**config.mk**
```make
export PLATFORM = sky130hd
export DESIGN_NAME = pin_input_conditioner
export DESIGN_NICKNAME = d
export VERILOG_FILES = /design/src/rtl/pin_input_conditioner.sv
export SDC_FILE = /design/constraint.sdc
export NUM_CORES = 1
export LEC_CHECK = 0
export CORE_UTILIZATION = 45
export DETAILED_ROUTE_END_ITERATION = 8
export HOLD_SLACK_MARGIN = 0.06
export PLACE_DENSITY = 0.78
export REMOVE_ABC_BUFFERS = 1
export SYNTH_ARGS = -nofsm -noshare
export SYNTH_HDL_FRONTEND = slang
export SYNTH_SLANG_ARGS = --single-unit
```
**constraint.sdc**
```tcl
create_clock -name clock_160 -period 1.7 [get_ports clock_160]
set_input_delay 0.255 -clock clock_160 [delete_from_list [all_inputs] [get_ports clock_160]]
set_output_delay 0.255 -clock clock_160 [all_outputs]
set_load 0.02 [all_outputs]
```
**src/rtl/pin_input_conditioner.sv**
```systemverilog
// Pad input conditioner: per-pin ASYNC_REG synchroniser, output pipeline, programmable glitch
// filter and registered rise/fall pulses. Define PIN_EDGE_LATCH_EN to build sticky edge flags.
module pin_input_conditioner #(
    parameter int                WIDTH           = 32,
    parameter int                SYNC_STAGES     = 2,
    parameter int                PIPELINE_STAGES = 2,
    parameter logic [WIDTH-1:0]  INIT            = {WIDTH{1'b0}},
    parameter int                FILTER_BITS     = 4
) (
    input  logic                   clock_160,
    input  logic                   inp_resn,
    input  logic [WIDTH-1:0]       pin_in,
    input  logic [WIDTH-1:0]       filt_en,
    input  logic [FILTER_BITS-1:0] filt_len,
    output logic [WIDTH-1:0]       pin_sync,
    output logic [WIDTH-1:0]       rise,
    output logic [WIDTH-1:0]       fall,
    input  logic [WIDTH-1:0]       edge_clr,
    output logic [WIDTH-1:0]       edge_flag
);

    localparam logic [WIDTH-1:0]       ZERO_W = {WIDTH{1'b0}};
    localparam logic [FILTER_BITS-1:0] ZERO_C = {FILTER_BITS{1'b0}};
    localparam logic [FILTER_BITS-1:0] ONES_C = {FILTER_BITS{1'b1}};

    generate
        if (SYNC_STAGES < 2) begin : g_bad_sync
            $error("pin_input_conditioner: SYNC_STAGES must be >= 2");
        end
        if (FILTER_BITS < 1) begin : g_bad_filter
            $error("pin_input_conditioner: FILTER_BITS must be >= 1");
        end
        if ((PIPELINE_STAGES < 0) || (PIPELINE_STAGES > 8)) begin : g_bad_pipe
            $error("pin_input_conditioner: PIPELINE_STAGES must be 0..8");
        end
    endgenerate

    (* ASYNC_REG = "TRUE" *) logic [WIDTH-1:0] sync_r [SYNC_STAGES];
    logic [WIDTH-1:0] raw_s;

    // Synchroniser chain capturing the asynchronous pads.
    always_ff @(posedge clock_160 or negedge inp_resn) begin
        if (!inp_resn) begin
            for (int s = 0; s < SYNC_STAGES; s++) begin
                sync_r[s] <= INIT;
            end
        end else begin
            sync_r[0] <= pin_in;
            for (int s = 1; s < SYNC_STAGES; s++) begin
                sync_r[s] <= sync_r[s-1];
            end
        end
    end

    generate
        if (PIPELINE_STAGES == 0) begin : g_no_pipe
            assign raw_s = sync_r[SYNC_STAGES-1];
        end else begin : g_pipe
            (* shreg_extract = "no" *) logic [WIDTH-1:0] pipe_r [PIPELINE_STAGES];

            // Retiming pipeline between the synchroniser and the filter.
            always_ff @(posedge clock_160 or negedge inp_resn) begin
                if (!inp_resn) begin
                    for (int s = 0; s < PIPELINE_STAGES; s++) begin
                        pipe_r[s] <= INIT;
                    end
                end else begin
                    pipe_r[0] <= sync_r[SYNC_STAGES-1];
                    for (int s = 1; s < PIPELINE_STAGES; s++) begin
                        pipe_r[s] <= pipe_r[s-1];
                    end
                end
            end

            assign raw_s = pipe_r[PIPELINE_STAGES-1];
        end
    endgenerate

    logic [WIDTH-1:0]       pin_sync_r;
    logic [WIDTH-1:0]       rise_r;
    logic [WIDTH-1:0]       fall_r;
    logic [FILTER_BITS-1:0] cnt_r       [WIDTH];
    logic [FILTER_BITS-1:0] cnt_nxt_s   [WIDTH];
    logic [FILTER_BITS-1:0] thr_s       [WIDTH];
    logic [WIDTH-1:0]       pin_sync_nxt_s;
    logic [WIDTH-1:0]       rise_nxt_s;
    logic [WIDTH-1:0]       fall_nxt_s;

    // Per-pin filter: accept raw once it has disagreed for more than the threshold.
    always_comb begin
        pin_sync_nxt_s = pin_sync_r;
        rise_nxt_s     = ZERO_W;
        fall_nxt_s     = ZERO_W;
        for (int i = 0; i < WIDTH; i++) begin
            cnt_nxt_s[i] = ZERO_C;
            thr_s[i]     = filt_en[i] ? filt_len : ZERO_C;
            if (raw_s[i] == pin_sync_r[i]) begin
                cnt_nxt_s[i] = ZERO_C;
            end else if (cnt_r[i] >= thr_s[i]) begin
                // The >= compare lets a lowered threshold release a pending pin at once.
                pin_sync_nxt_s[i] = raw_s[i];
                rise_nxt_s[i]     = raw_s[i];
                fall_nxt_s[i]     = ~raw_s[i];
                cnt_nxt_s[i]      = ZERO_C;
            end else if (cnt_r[i] != ONES_C) begin
                cnt_nxt_s[i] = cnt_r[i] + FILTER_BITS'(1);
            end else begin
                cnt_nxt_s[i] = cnt_r[i];
            end
        end
    end

    // Filter state, filtered pin value and edge pulses.
    always_ff @(posedge clock_160 or negedge inp_resn) begin
        if (!inp_resn) begin
            pin_sync_r <= INIT;
            rise_r     <= ZERO_W;
            fall_r     <= ZERO_W;
            for (int i = 0; i < WIDTH; i++) begin
                cnt_r[i] <= ZERO_C;
            end
        end else begin
            pin_sync_r <= pin_sync_nxt_s;
            rise_r     <= rise_nxt_s;
            fall_r     <= fall_nxt_s;
            for (int i = 0; i < WIDTH; i++) begin
                cnt_r[i] <= cnt_nxt_s[i];
            end
        end
    end

    assign pin_sync = pin_sync_r;
    assign rise     = rise_r;
    assign fall     = fall_r;

`ifdef PIN_EDGE_LATCH_EN
    logic [WIDTH-1:0] edge_flag_r;

    // Sticky edge flags; a new edge wins over a clear in the same cycle.
    always_ff @(posedge clock_160 or negedge inp_resn) begin
        if (!inp_resn) begin
            edge_flag_r <= ZERO_W;
        end else begin
            edge_flag_r <= (edge_flag_r & ~edge_clr) | rise_r | fall_r;
        end
    end

    assign edge_flag = edge_flag_r;
`else
    logic unused_edge_clr_s;

    assign unused_edge_clr_s = ^edge_clr;
    assign edge_flag         = ZERO_W;
`endif

endmodule

```
Word level (Yosys, flattened, before mapping)

Cells that the tools add are included.

Logic and storage cells: 582
Flip-flop bits (word level): 352
Input port bits: 102
Output and inout bits: 128

Add/subtract/negate cells: 32
Muxes and demuxes: 256
Order comparisons: 32
Equal/unequal tests: 64
Bitwise operators: 64
Reduce and logical (&&, ||, !) cells: 64

Operators by type and width:

| cell                                                           | count |
|---|---|
| 4-bit 2-to-1 mux                                               | 128 |
| 4-bit by 1-bit adder with 4-bit output (second input constant) | 32 |
| 4-bit >= comparator                                            | 32 |
| 1-bit 2-to-1 mux                                               | 128 |
| 4-bit inequality test (second input constant)                  | 32 |
| 3-bit nonzero test                                             | 32 |
| 1-bit NOT                                                      | 64 |
| 2-bit AND reduction                                            | 32 |
| 1-bit == test                                                  | 32 |

Depth between registers and ports, before layout

Depth in word-level cells: 4
Mapped depth: 6
Gate-level depth less buffers: 5

Worst setup path after synthesis

No wires, ideal clock.

Path kind: input port to flip-flop
From: in filt_len[3]
To: reg pin_sync_r[17], in the netlist pin_sync[17]
Stages: 6
Arrival time: 1.480 ns
Data required time: 1.575 ns
Library setup time: 0.125 ns
Buffers on the path: 1
Setup slack: 0.095 ns
Path through: clkbuf_1 > nand2_1 > ha_1 > o211ai_1 > o21ai_1 > mux2_2

Word-level cells in the longest chain between the ends: 3

Ends and longest elaborated chain:

| what                                 | RTL line | source |
|---|---|---|
| start, declared                      | 14       | `input logic [FILTER_BITS-1:0] filt_len,` |
| 4-bit 2-to-1 mux                     | 96       | `thr_s[i] = filt_en[i] ? filt_len : ZERO_C;` |
| 4-bit >= comparator                  | 99       | `end else if (cnt_r[i] >= thr_s[i]) begin` |
| 2-bit AND reduction (no source line) | --       |  |
| end signal, assigned                 | 123      | `pin_sync_r <= pin_sync_nxt_s;` |
| end, declared                        | 79       | `logic [WIDTH-1:0] pin_sync_r;` |

No other way between the ends.
A chain may end at the register's enable or synchronous reset.

Worst setup path in the final report

From: reg cnt_r[71] (netlist name)
To: reg cnt_r[71] (netlist name)

Word-level cells in the longest chain between the ends: 4
Elaborated cells on any way between the ends: 7
Those cells by class: 1 x add/sub; 1 x order compare; 1 x eq/ne; 3 x mux; 1 x reduce/logical

Ends and longest elaborated chain:

| what                                   | RTL line | source |
|---|---|---|
| start, declared                        | 82       | `logic [FILTER_BITS-1:0] cnt_r [WIDTH];` |
| start signal, assigned by index        | 127      | `cnt_r[i] <= cnt_nxt_s[i];` |
| 4-bit by 1-bit adder with 4-bit output | 106      | `cnt_nxt_s[i] = cnt_r[i] + FILTER_BITS'(1);` |
| 4-bit 2-to-1 mux                       | 105      | `end else if (cnt_r[i] != ONES_C) begin` |
| 4-bit 2-to-1 mux                       | 99       |  |
| 4-bit 2-to-1 mux                       | 97       | `if (raw_s[i] == pin_sync_r[i]) begin` |

Several ways; a longest one is shown, not always the timed one. The select of a mux whose other input is x is not followed.

==> key figures <==
Logic synthesis
  • Synth top area cells: dfrtp_1, ha_1, and3b_1
  • Syn Area/Cell: 11.6 sq um
  • Synth Area in Adders: 12.2%
  • Post-synthesis cell type count: 22
  • Mux contribution to synthesized area: 4.13%
  • Share of the synthesized area in the top cell type: 53.5%
  • Seq cells post-synth: 352
  • Post-synth top area cell: dfrtp_1
  • Xor-xnor portion of the synthesized cell area: 3.40%
  • Synthesized area: 16500 sq um
  • Largest family of logic cells by synthesized area: simple AND/OR/NAND/NOR gates
  • Post-Synth Simple-Gate Area: 18.2%
  • Post-Syn Instances: 1421
  • Yosys warnings: 0
  • Compound-Gate Fraction of Synth Area: 6.08%
  • Sequential share of the synthesized area: 53.5%

CTS
  • CTS tree: built
  • H-tree depth: 2
  • CTS sink cnt: 352
  • Clk root buf: clkbuf_16
  • Clk Latency, worst-skew pair: 0.55 ns
  • Clk slew on worst S/H paths: 0.06 ns
  • Maximum root-to-sink buffer count: 3
  • TritonCTS Buffers: 39

Place
  • Post-DP HPWL: 22200 um
  • PortBufs: 165
  • Final GP Congestion: 0.773

Critical path
  • CP Class: register to register
  • Element type at the critical path end: register
  • Critical Path RT: 2.15 ns
  • Critical Path AT: 2.07 ns
  • Setup crit start kind: register
  • Peak fanout along the critical path: 5

Power and ir drop
  • Comb pwr share: 28.1%
  • Leak: 9.80 nW
  • Overall power consumption: 28.2 mW
  • Internal power: 18.8 mW
  • Net switching power: 9.36 mW
  • Power density over the cells: 1400 nW/um^2
  • Sw Ratio: 33.2%
  • Clock Power Share: 30.9%
  • VDD IR max: 1.03 mV
  • Sequential Power Share: 41.0%

Global route
  • First-pass GRT wire length: 54100 um
  • Vias in the first global route: 11500
  • Initial antenna violation count: 0
  • Grt ovf: 0
  • Largest net degree at the start of global routing: 59
  • Total GRT Usage: 17.6%

STA
  • Final setup viols: 0
  • Worst Clk Skew: 0.0153 ns
  • Crit share post-route: 95.4%
  • Fin crit period: 1.62 ns
  • Slew Viols, Final: 0
  • Fmax: 617 MHz
  • Hold Fails Final Rpt: 0
  • Hold WS: 0.139 ns

Layout
  • Area Growth Syn to Fin: 22.1%
  • Antenna cells: 0
  • Nets: 1898
  • Layout cells sized above 1: 9.73%
  • Most frequent cells in the layout: dfrtp_1, ha_1, nand2_1, nor2_1, dlygate4sd2_1
  • Most common cell after layout, fill and taps aside: dfrtp_1

Detailed routing
  • Routed Antenna Nets: 0
  • Wire per inst: 15.1 um
  • Drt first pass iters: 9
  • Vias per cell: 5.30
  • Total routed wirelength: 32200 um
  • 1st-iter DRT viols: 434
  • Routed vias: 11300
  • Detailed-route DRC error count: 8

Floorplanning
  • I/O pins: 230
  • Die Ht: 193 um
  • Core region area: 35800 sq um
  • Initial Util: 46.0%
  • Die footprint: 37400 sq um
  • # rows: 69
  • Die Span X: 193 um

Flow run
  • Max cap viols: 0

Min path
  • Worst min path class: input pin to register

Outcome
  • Violated checks: design-rule violations
  • Outcome: finished, violations left
## layout make-up
type                    count  area, sq um
clock inverters            18          218
inverters                  32          120
repair buffers            187         1860
flip-flops and latches    352         8810
well taps                 461          577
clock buffers              52         1130
multi-input cells        1024         7390
fillers                  2900        15700
## path summary, 6_finish.rpt
path                                endpoint      start  cells after the start  slack [ns]
setup / recovery                   cnt_r[71]  cnt_r[71]                      4        0.08
min in group asynchronous           fall[10]   inp_resn                      2        0.22
hold reg to reg            g_pipe.pipe_r[34]  sync_r[2]                      0        0.34
max in group asynchronous         sync_r[46]   inp_resn                      3        0.81
hold / removal                    sync_r[32]  pin_in[0]                      1        0.14
setup reg to reg                   cnt_r[71]  cnt_r[71]                      4        0.08
## power groups by stage
stage                     clock [mW]  sequential (mW)  combinational [mW]
after global placement             0             11.6                7.98
after detailed placement           0             11.7                8.39
after global routing            9.27             11.8                8.84
after floorplan                    0             12.3                4.49
after CTS                       8.94             11.6                7.97
final                           8.70             11.6                7.92
## layer usage
layer | global-route usage [%] | routed length (um)
met2 | 31.1 | 16500
met5 | 0 | 0
met1 | 21.0 | 13300
met4 | 7.17 | 844
met3 | 3.35 | 1550
## worst max-delay path, cell delays in order, from the launching register on
cell and delay [ns]:
dfrtp_1 0.43, ha_1 0.34, a21oi_1 0.27, o211ai_1 0.25
nor3_1 0.24
## sequential cells by signal, indices dropped and copies added, names as in the netlist
name	count
pin_sync	32
g_pipe.pipe_r	32
rise	32
cnt_r	128
sync_r	64
raw_s	32
fall	32
## synthesized netlist by cell type
master and instances:
dfrtp_1 352, ha_1 160, nand2_1 128, nor2_1 128, and3b_1 64, nand3_1 64, nor3_1 64, o211ai_1 64
a21oi_1 32, a31oi_1 32, and2_1 32, buf_4 32, inv_1 32, mux2_2 32, mux2i_1 32, nor3b_1 32
nor3b_2 32, o21ai_1 32, xnor2_1 32, xor2_1 32, clkbuf_1 12, conb_1 1
## per-stage QoR
step	instances	TNS (ns)	setup WS (ns)	utilization [%]	instance area (sq um)
global route	2126	-0.116	-0.0605	56.1	20100
global placement	2052	-75.63	-0.442	52.5	18800
finish	2126	0	0.0786	56.1	20100
detailed placement	2052	-85.50	-0.530	52.5	18800
CTS	2123	0	0.00490	55.9	20000
floorplan	1408	0	0.278	-	16300
## repair_timing
action	in CTS	in global routing
setup buffers	0	2
hold buffers	1	0
pin swaps	0	5
resized for setup	97	7
setup endpoints to repair	97	16
cloned	0	1
endpoints found under the hold margin	350	0
## cell families (layout without fill, tap and decap cells)
kind of cell,Yosys count,in the layout
AOI/OAI and AO/OA,160,160
xor gates and xnor gates,64,64
adders and majority gates,160,160
buffers and inverters,76,289
DFF,352,352
muxes,64,64
other,1,32
and+or+nand+nor,544,544
Power figures use the tool's default switching activity.
